**src/rtl/uart_pkg.sv**
```systemverilog
`default_nettype none
// ============================================================================
// Module   : uart_pkg
// Brief    : Shared constants, state encoding and helpers for the UART
//            receive controller slice.
// Revision : 1.0 - initial release
// ============================================================================
package uart_pkg;

    // Controller state encoding (explicit 2-bit width)
    localparam logic [1:0] ST_OFF   = 2'd0;
    localparam logic [1:0] ST_RXRST = 2'd1;
    localparam logic [1:0] ST_RUN   = 2'd2;

    // Legal character sizes and the smallest usable baud divisor
    localparam int CHAR_MIN = 5;
    localparam int CHAR_MAX = 8;
    localparam int DIV_MIN  = 2;

    // 100 MHz system clock / 115200 baud
    localparam int CLK_DIV_DEFAULT = 868;

    // True when a requested character size is one the receiver supports
    function automatic logic size_ok(input logic [3:0] s);
        return (s >= 4'(CHAR_MIN)) && (s <= 4'(CHAR_MAX));
    endfunction

endpackage : uart_pkg
`default_nettype wire

```
**src/rtl/uart_rx_fifo.sv**
```systemverilog
`default_nettype none
// ============================================================================
// Module   : uart_rx_fifo
// Brief    : Synchronous show-ahead FIFO with push, pop, flush and occupancy.
//            A push into a full FIFO is accepted only alongside a pop.
// Revision : 1.0 - initial release
// ============================================================================
module uart_rx_fifo #(
    parameter int DEPTH = 8,
    parameter int WIDTH = 8
) (
    input  logic                     clk,
    input  logic                     rst,
    input  logic                     i_push,
    input  logic [WIDTH-1:0]         i_wdata,
    input  logic                     i_pop,
    input  logic                     i_flush,
    output logic [WIDTH-1:0]         o_rdata,
    output logic [$clog2(DEPTH):0]   o_count,
    output logic                     o_full,
    output logic                     o_empty
);

    localparam int c_AW = $clog2(DEPTH);

    logic [WIDTH-1:0] r_mem [DEPTH];
    logic [c_AW-1:0]  r_wr_ptr;
    logic [c_AW-1:0]  r_rd_ptr;
    logic [c_AW:0]    r_count;
    logic             w_do_push;
    logic             w_do_pop;

    assign o_full    = (r_count == (c_AW+1)'(DEPTH));
    assign o_empty   = (r_count == '0);
    assign o_count   = r_count;
    assign o_rdata   = r_mem[r_rd_ptr];
    // A full FIFO still takes a push when the head leaves in the same cycle
    assign w_do_push = i_push && (!o_full || i_pop);
    assign w_do_pop  = i_pop && !o_empty;

    // Storage write; flush discards any same-cycle push
    always_ff @(posedge clk) begin
        if (w_do_push && !i_flush) begin
            r_mem[r_wr_ptr] <= i_wdata;
        end
    end

    // Pointers and occupancy; power-of-two depth lets the pointers wrap naturally
    always_ff @(posedge clk) begin
        if (rst || i_flush) begin
            r_wr_ptr <= '0;
            r_rd_ptr <= '0;
            r_count  <= '0;
        end else begin
            if (w_do_push) r_wr_ptr <= r_wr_ptr + c_AW'(1);
            if (w_do_pop)  r_rd_ptr <= r_rd_ptr + c_AW'(1);
            r_count <= r_count + (c_AW+1)'(w_do_push) - (c_AW+1)'(w_do_pop);
        end
    end

endmodule : uart_rx_fifo
`default_nettype wire

```
**src/rtl/uart_rx_ctrl.sv**
```systemverilog
`default_nettype none
// ============================================================================
// Module   : uart_rx_ctrl
// Brief    : Sequences a uart_receiver: baud clock generation, receiver
//            reset/enable, character capture into a show-ahead FIFO, sticky
//            overflow and a config/pop interface.
// Revision : 1.0 - initial release
// ============================================================================
module uart_rx_ctrl
    import uart_pkg::*;
#(
    parameter int CLK_DIV    = CLK_DIV_DEFAULT,
    parameter int FIFO_DEPTH = 8,
    parameter int DIV_W      = 16
) (
    input  logic                          clk,
    input  logic                          rst,
    input  logic                          cfg_wr,
    input  logic                          cfg_en,
    input  logic                          cfg_flush,
    input  logic [DIV_W-1:0]              cfg_div,
    input  logic [3:0]                    cfg_char_size,
    output logic                          cfg_err,
    input  logic                          rd_en,
    output logic                          rd_valid,
    output logic [7:0]                    rd_data,
    output logic [$clog2(FIFO_DEPTH):0]   fifo_count,
    output logic                          overflow,
    input  logic                          ovf_clr,
    output logic                          rx_baud,
    output logic                          rx_rst,
    output logic                          rx_en,
    output logic [3:0]                    rx_char_size,
    input  logic                          rx_rdy,
    input  logic [7:0]                    rx_data
);

    logic [1:0]       r_state;
    logic             r_wraps;
    logic [DIV_W-1:0] r_div;
    logic [DIV_W-1:0] r_div_act;
    logic [DIV_W-1:0] r_cnt;
    logic             r_baud;
    logic [3:0]       r_char_size;
    logic             r_cfg_err;
    logic             r_rdy_q;
    logic             r_armed;
    logic             r_overflow;

    logic             w_cfg_ok;
    logic             w_flush;
    logic [DIV_W-1:0] w_div_in;
    logic             w_wrap;
    logic             w_push_evt;
    logic             w_pop;
    logic             w_full;
    logic             w_empty;
    logic             w_ovf_evt;
    logic [7:0]       w_mask;

    assign w_cfg_ok   = cfg_wr && size_ok(cfg_char_size);
    assign w_flush    = w_cfg_ok && cfg_flush;
    assign w_div_in   = (cfg_div < DIV_W'(DIV_MIN)) ? DIV_W'(DIV_MIN) : cfg_div;
    assign w_wrap     = (r_cnt == r_div_act - DIV_W'(1));
    // Only a rising rdy that follows a low seen while running is a new character
    assign w_push_evt = (r_state == ST_RUN) && r_armed && rx_rdy && !r_rdy_q;
    assign w_pop      = rd_en && !w_empty;
    assign w_ovf_evt  = w_push_evt && w_full && !rd_en && !w_flush;

    // Keep only the bits of the current character; higher bits may be stale
    always_comb begin
        w_mask = '0;
        for (int i = 0; i < 8; i++) begin
            w_mask[i] = (4'(i) < r_char_size);
        end
    end

    // Baud counter; the active divisor only changes at a wrap so no period is cut short
    always_ff @(posedge clk) begin
        if (rst) begin
            r_cnt     <= '0;
            r_div_act <= DIV_W'(CLK_DIV);
            r_baud    <= 1'b0;
        end else begin
            if (w_wrap) begin
                r_cnt     <= '0;
                r_div_act <= r_div;
            end else begin
                r_cnt <= r_cnt + DIV_W'(1);
            end
            r_baud <= (r_cnt < (r_div_act >> 1));
        end
    end

    // Configuration latch and reject pulse
    always_ff @(posedge clk) begin
        if (rst) begin
            r_div       <= DIV_W'(CLK_DIV);
            r_char_size <= 4'd8;
            r_cfg_err   <= 1'b0;
        end else begin
            r_cfg_err <= cfg_wr && !size_ok(cfg_char_size);
            if (w_cfg_ok) begin
                r_div       <= w_div_in;
                r_char_size <= cfg_char_size;
            end
        end
    end

    // Control FSM; the receiver sees rst only on baud edges, so hold it over two wraps
    always_ff @(posedge clk) begin
        if (rst) begin
            r_state <= ST_OFF;
            r_wraps <= 1'b0;
        end else if (w_cfg_ok) begin
            r_state <= cfg_en ? ST_RXRST : ST_OFF;
            r_wraps <= 1'b0;
        end else begin
            case (r_state)
                ST_OFF: r_state <= ST_OFF;
                ST_RXRST: begin
                    if (w_wrap) begin
                        if (r_wraps) begin
                            r_state <= ST_RUN;
                            r_wraps <= 1'b0;
                        end else begin
                            r_wraps <= 1'b1;
                        end
                    end
                end
                ST_RUN:  r_state <= ST_RUN;
                default: r_state <= ST_OFF;
            endcase
        end
    end

    // rdy edge tracking and arming; arming is dropped outside RUN so no partial frame lands
    always_ff @(posedge clk) begin
        if (rst) begin
            r_rdy_q <= 1'b1;
            r_armed <= 1'b0;
        end else begin
            r_rdy_q <= rx_rdy;
            if (r_state != ST_RUN) begin
                r_armed <= 1'b0;
            end else if (!rx_rdy) begin
                r_armed <= 1'b1;
            end else if (w_push_evt) begin
                r_armed <= 1'b0;
            end
        end
    end

    // Sticky overflow; a same-cycle drop beats the clear
    always_ff @(posedge clk) begin
        if (rst) begin
            r_overflow <= 1'b0;
        end else if (w_ovf_evt) begin
            r_overflow <= 1'b1;
        end else if (ovf_clr) begin
            r_overflow <= 1'b0;
        end
    end

    uart_rx_fifo #(
        .DEPTH (FIFO_DEPTH),
        .WIDTH (8)
    ) u_fifo (
        .clk     (clk),
        .rst     (rst),
        .i_push  (w_push_evt && !w_flush),
        .i_wdata (rx_data & w_mask),
        .i_pop   (w_pop),
        .i_flush (w_flush),
        .o_rdata (rd_data),
        .o_count (fifo_count),
        .o_full  (w_full),
        .o_empty (w_empty)
    );

    assign rd_valid     = !w_empty;
    assign overflow     = r_overflow;
    assign cfg_err      = r_cfg_err;
    assign rx_baud      = r_baud;
    assign rx_rst       = (r_state != ST_RUN);
    assign rx_en        = (r_state == ST_RUN);
    assign rx_char_size = r_char_size;

endmodule : uart_rx_ctrl
`default_nettype wire

```
**config.mk**
```make
export PLATFORM = sky130hd
export DESIGN_NAME = uart_rx_ctrl
export DESIGN_NICKNAME = d
export VERILOG_FILES = /design/src/rtl/uart_pkg.sv /design/src/rtl/uart_rx_fifo.sv /design/src/rtl/uart_rx_ctrl.sv
export SDC_FILE = /design/constraint.sdc
export NUM_CORES = 1
export LEC_CHECK = 0
export CAP_MARGIN = 20
export CORE_ASPECT_RATIO = 0.8
export CORE_MARGIN = 8
export CORE_UTILIZATION = 50
export DETAILED_ROUTE_END_ITERATION = 7
export PLACE_DENSITY = 0.83
export SLEW_MARGIN = 20
export SYNTH_ARGS = -nofsm -noshare
export SYNTH_HDL_FRONTEND = slang
export SYNTH_SLANG_ARGS = --single-unit
```
**constraint.sdc**
```tcl
create_clock -name clk -period 2.77 [get_ports clk]
set_clock_uncertainty 0.05 [all_clocks]
set_input_delay 0.4155 -clock clk [delete_from_list [all_inputs] [get_ports clk]]
set_output_delay 0.4155 -clock clk [all_outputs]
set_load 0.1 [all_outputs]
```
==> flow_metrics.tcl, run 1 <==
set metrics [dict create \
    status "complete, no violations" \
    wl_met3_um 1040 \
    synth_edf_count 64 \
    antenna_found_initial 0 \
    switchingPower_mw 1.99 \
    drt_iter0_markers 311 \
    start_util 0.516 \
    synth_top_family_by_area "simple AND/OR/NAND/NOR gates" \
    syn_area_um2 6340 \
    clock-sinks 137 \
    end_kind "register" \
    power_frac_comb 0.273 \
    ys_seq_area_frac 0.533 \
    slew_violations 0 \
    fmax_mhz 377 \
    switching_share 0.329 \
    final_common_cell "dfxtp_1" \
    clkPwrFrac 0.354 \
    io_buffer_count 57 \
    critPathLaunchType "register" \
    core-area_um2 12300 \
    clockRootBuffer "clkbuf_16" \
    gp_congestion 0.828 \
    place_area_um2 7480 \
    required_ps 3020 \
    rows 36 \
    drc 0 \
    area_growth_pct 27.4 \
    path_clk_slew_ps 60 \
    final-hold-violation-count 0 \
    synth_warnings 0 \
    hpwl_um 10400 \
    synth_compound_area_frac 0.0779 \
    synthTopCellsByArea "edfxtp_1 30%, dfxtp_1 23%, mux4_2 5.7%, ha_1 5.1%, xnor2_1 3.7%" \
    cp_max_fo 15 \
    finalSetupViolCount 0 \
    postCtsResizedCells 0 \
    stdcell_count 817 \
    path_class "register to register" \
    overflow 0 \
    cap_violations 0 \
    die_w_um 142 \
    htreeDepth 4 \
    hp-class "register to register" \
    clock_path_buffers 2 \
    dr_wl_met2_um 7140 \
    totalWireLength_um 14900 \
    crit_family "simple AND/OR/NAND/NOR gates" \
    cts_tree "built" \
    synthMuxAreaShare 0.0915 \
    worstMarginPinSlew_ps 804 \
    synth_adder_area_share 0.0544 \
    syn_avg_cell_area_um2 11.6 \
    pin_count 58 \
    cp_slowest_stage_delay_ps 630 \
    synth_xor_area_frac 0.0539 \
    vias_per_cell 5.54 \
    p_int_mw 4.07 \
    track_usage 0.189 \
    clk_latency_ps 410 \
    via_count 4527 \
    placed_cells 781 \
    final_area_um2 8080 \
    synth-simple-area-share 0.151 \
    drtPass1Iterations 5 \
    slew_headroom 0.462 \
    post_cts_buffers 0 \
    crit_arrival_ps 2900 \
    die_y_um 117 \
    synth_top_area_frac 0.303 \
    period_share 0.958 \
    grt_max_degree 37 \
    vdd_drop_max_mv 0.437 \
    netlist_instances 547 \
    dieArea_um2 16600 \
    highest_layer "met4" \
    layout_min_cycle_time_ps 2650 \
    postCtsHoldBufs 0 \
    path_cells "inv_1 -> ha_1 -> or4b_2 -> nor2_1 -> xnor2_1 -> and4_1 -> nand4_4 -> buf_4 -> a211o_1" \
    antenna_cells 0 \
    slowest_stage "or4b_2" \
    yosysTopAreaCell "edfxtp_1" \
    fillers 855 \
    wl_per_cell_um 18.2 \
    numCtsBuffers 17 \
    synth_cell_types 54 \
    layout.nets 696 \
    grt_pass1_wl_um 24100 \
    powerDensity_nw_per_um2 750 \
    synth_seq_cells 137 \
    drive_gt1_frac 0.220 \
    final_cell_mix "69 x dfxtp_1, 64 x edfxtp_1, 41 x buf_4, 39 x nor2_1, 38 x nand2_1" \
    drt-met1-wl_um 6410 \
    async_reset_ff_frac 0 \
    crit_buf_inv 2 \
    ant_nets 0 \
    seqPwrFrac 0.373 \
    synth_nets 610 \
    grt_pass1_vias 4749 \
    leakage_nw 3.08 \
    ys.flop_type "dfxtp_1" \
]
==> worst min-delay path, delay by kind of cell (launching register included) <==
family           cells  cell delay [ps]
AND/OR/NAND/NOR      1               50
flip-flops           1              310
AO/OA/AOI/OAI        1               50
==> cell type report <==
| class | count | area [um^2] | share of cell area |
|---|---|---|---|
| multi-input cells | 352 | 2830 | 0.351 |
| well taps | 171 | 214 | 0.0265 |
| flip-flops and latches | 137 | 3400 | 0.420 |
| inverters | 35 | 131 | 0.0163 |
| clock inverters | 15 | 141 | 0.0175 |
| clock buffers | 17 | 425 | 0.0526 |
| repair buffers | 90 | 938 | 0.116 |
==> synth_stat cells, types with 3 or more instances <==
master	instances
nor3_1	12
ha_1	26
a211o_1	4
o21ai_0	12
nor2_1	41
and2_1	18
nor3b_1	5
dfxtp_1	73
a22o_1	8
inv_1	35
and3_1	3
nor2b_1	7
clkbuf_1	17
buf_6	3
or3_1	3
nand2_1	40
edfxtp_1	64
mux2i_1	13
a21oi_1	17
nor4_1	6
nand4b_1	3
o21a_1	4
nand2b_1	3
nand3b_1	5
nand4_1	9
xor2_1	12
a21o_1	7
nand3_1	12
mux2_2	8
a211oi_1	4
xnor2_1	27
mux4_2	16
buf_1	3
==> power by group through the flow <==
stage	registers, mW	clock network, mW	logic, mW
after global placement	2.30	0	1.62
final	2.26	2.15	1.65
after global routing	2.27	2.27	1.75
after detailed placement	2.31	0	1.66
after CTS	2.26	2.18	1.67
after floorplan	2.50	0	1.01
==> registers in the layout, indices dropped and copies added, names as in the netlist, named ones only <==
register,flops
r_rdy_q,1
r_div_act,16
rx_baud,1
r_cnt,16
u_fifo.r_rd_ptr,3
overflow,1
r_wraps,1
cfg_err,1
r_state,2
rx_char_size,4
r_div,16
u_fifo.r_wr_ptr,3
r_armed,1
u_fifo.r_mem,64
u_fifo.o_count,4
==> stage by stage <==
stage / power, mW / setup TNS [ps] / hold slack, ps / worst slack, ps / utilization
finish: 6.06 / 0 / 408 / 117 / 0.657
global route: 6.29 / -225 / 434 / -35.4 / 0.657
CTS: 6.12 / 0 / 408 / 78.5 / 0.655
detailed placement: 3.97 / 0 / 399 / 1.12 / 0.609
global placement: 3.92 / 0 / 392 / 79.4 / 0.609
floorplan: 3.50 / 0 / 386 / 45.1 / -
==> per-layer routing <==
metal / GRT usage / up-vias
li1: - / 2150
met3: 0.0576 / 22
met5: 0 / -
met1: 0.224 / 2193
met2: 0.318 / 162
met4: 0.0757 / 0
==> worst paths after layout <==
kind / start / end / slack, ps / depth (start not counted)
max: r_div_act[0] / r_div_act[8] / 120 / 9
min: r_div[3] / r_div[3] / 410 / 2
max reg2reg: r_div_act[0] / r_div_act[8] / 120 / 9
min reg2reg: r_div[3] / r_div[3] / 410 / 2
==> kinds of logic after synthesis <==
group	count (synthesis)
buffers and inverters	58
XOR/XNOR	39
AND/OR/NAND/NOR	178
flip-flops	137
AO/OA/AOI/OAI	71
adder cells (fa/ha/maj)	27
multiplexers	37
Power figures use the tool's default switching activity.
==> run 2, diff against run 1 <==
--- a/config.mk
+++ b/config.mk
@@ -10,7 +10,7 @@
 export CORE_MARGIN = 8
 export CORE_UTILIZATION = 50
 export DETAILED_ROUTE_END_ITERATION = 7
-export PLACE_DENSITY = 0.83
+export PLACE_DENSITY_LB_ADDON = 0.05
 export SLEW_MARGIN = 20
 export SYNTH_ARGS = -nofsm -noshare
 export SYNTH_HDL_FRONTEND = slang
==> flow_metrics.tcl, run 2 (synthesized netlist as in run 1, its figures left out) <==
set metrics [dict create \
    status "complete, no violations" \
    gp_congestion 0.821 \
    rsz0062_at_grt "false" \
    totalWireLength_um 13400 \
    path_clk_slew_ps 60 \
    worstMarginPinSlew_ps 808 \
    ant_nets 0 \
    slew_headroom 0.459 \
    layout_min_cycle_time_ps 2580 \
    fmax_mhz 388 \
    cp_max_fo 7 \
    powerDensity_nw_per_um2 756 \
    finalSetupTns_ps 0 \
    drc 0 \
    rows 36 \
    die_y_um 117 \
    drive_gt1_frac 0.213 \
    core-area_um2 12300 \
    required_ps 3020 \
    path_class "register to register" \
    cts_tree "built" \
    cap_violations 0 \
    end_kind "register" \
    antenna_found_initial 0 \
    htreeDepth 4 \
    antenna_cells 0 \
    pin_count 58 \
    clk_latency_ps 410 \
    highest_layer "met4" \
    wl_per_cell_um 16.4 \
    placed_cells 783 \
    final-hold-violation-count 0 \
    clock_path_buffers 2 \
    clockRootBuffer "clkbuf_16" \
    dr_wl_met2_um 5540 \
    numCtsBuffers 17 \
    layout.nets 694 \
    period_share 0.930 \
    grt_pass1_vias 4378 \
    clock-sinks 137 \
    start_util 0.516 \
    via_count 4352 \
    total_power_mw 6.16 \
    drt_iter0_markers 299 \
    track_usage 0.175 \
    final_cell_mix "69 x dfxtp_1, 64 x edfxtp_1, 39 x nor2_1, 38 x nand2_1, 36 x buf_4" \
    leakage_nw 3.11 \
    postCtsHoldBufs 0 \
    vdd_drop_max_mv 0.925 \
    reg2regPathDepth 9 \
    drtPass1Iterations 5 \
    final_common_cell "dfxtp_1" \
    die_w_um 142 \
    stdcell_count 815 \
    wl_met3_um 679 \
    dieArea_um2 16600 \
    clkPwrFrac 0.367 \
    area_growth_pct 28.4 \
    io_buffer_count 57 \
    whs_path_depth 2 \
    switchingPower_mw 1.87 \
    grt_pass1_wl_um 22200 \
    slew_violations 0 \
    power_frac_comb 0.265 \
    vias_per_cell 5.34 \
    p_int_mw 4.29 \
    overflow 0 \
    hpwl_um 9850 \
    seqPwrFrac 0.368 \
    largest_register_ff_count 64 \
    critPathLaunchType "register" \
    crit_arrival_ps 2830 \
    postCtsResizedCells 0 \
    finalSetupViolCount 0 \
    post_cts_buffers 0 \
    top_register "u_fifo.r_mem" \
    hp-class "register to register" \
    drt-met1-wl_um 7040 \
    switching_share 0.304 \
    grt_max_degree 37 \
]
run 2: cell count changes in the layout (fill, tap and decap cells not counted), sizes merged:
cell,delta
clkbuf,+10
inv,-6
clkinv,-4
buf,-2
run 2: path summary, 6_finish.rpt:
path | startpoint | to | slack [ps]
max | r_div_act[0] | r_div_act[2] | 190
min | r_div[3] | r_div[3] | 410
max reg2reg | r_div_act[0] | r_div_act[2] | 190
min reg2reg | r_div[3] | r_div[3] | 410
run 2: worst max-delay path, stage by stage (launching register included):
cell	delay, ps
dfxtp_1	310
inv_1	50
ha_1	170
nor4b_2	370
nand4_1	160
a2111oi_1	400
and4_1	300
nand4_4	160
buf_4	220
a211o_1	280
run 2: metrics by stage:
stage | util | worst slack [ps] | area [um^2] | hold WS (ps)
2_1_floorplan | - | 45.1 | 6470 | 386
6_report | 0.662 | 193 | 8150 | 409
3_3_place_gp | 0.613 | 107 | 7540 | 397
3_5_place_dp | 0.613 | -6.28 | 7540 | 403
5_1_grt | 0.662 | 11.3 | 8150 | 436
4_1_cts | 0.662 | 168 | 8150 | 411
run 2: routing by layer:
metal  vias to the layer above  GRT usage
met5                         -          0
li1                       2148          -
met3                        14     0.0482
met1                      2087      0.252
met2                       103      0.248
met4                         0     0.0578
run 2: area by class of cell:
class | count | area, um^2
fill | 923 | 4150
sequential | 137 | 3400
multi-input combinational | 352 | 2830
timing repair buffer | 88 | 961
clock buffer | 27 | 558
tap | 171 | 214
inverter | 35 | 131
clock inverter | 5 | 50.0
run 2: power by group through the flow:
stage | Sequential (mW) | Combinational, mW | Clock (mW)
floorplan | 2.50 | 1.01 | 0
finish | 2.27 | 1.63 | 2.26
detailed placement | 2.31 | 1.65 | 0
global route | 2.28 | 1.74 | 2.38
global placement | 2.31 | 1.63 | 0
CTS | 2.27 | 1.66 | 2.29
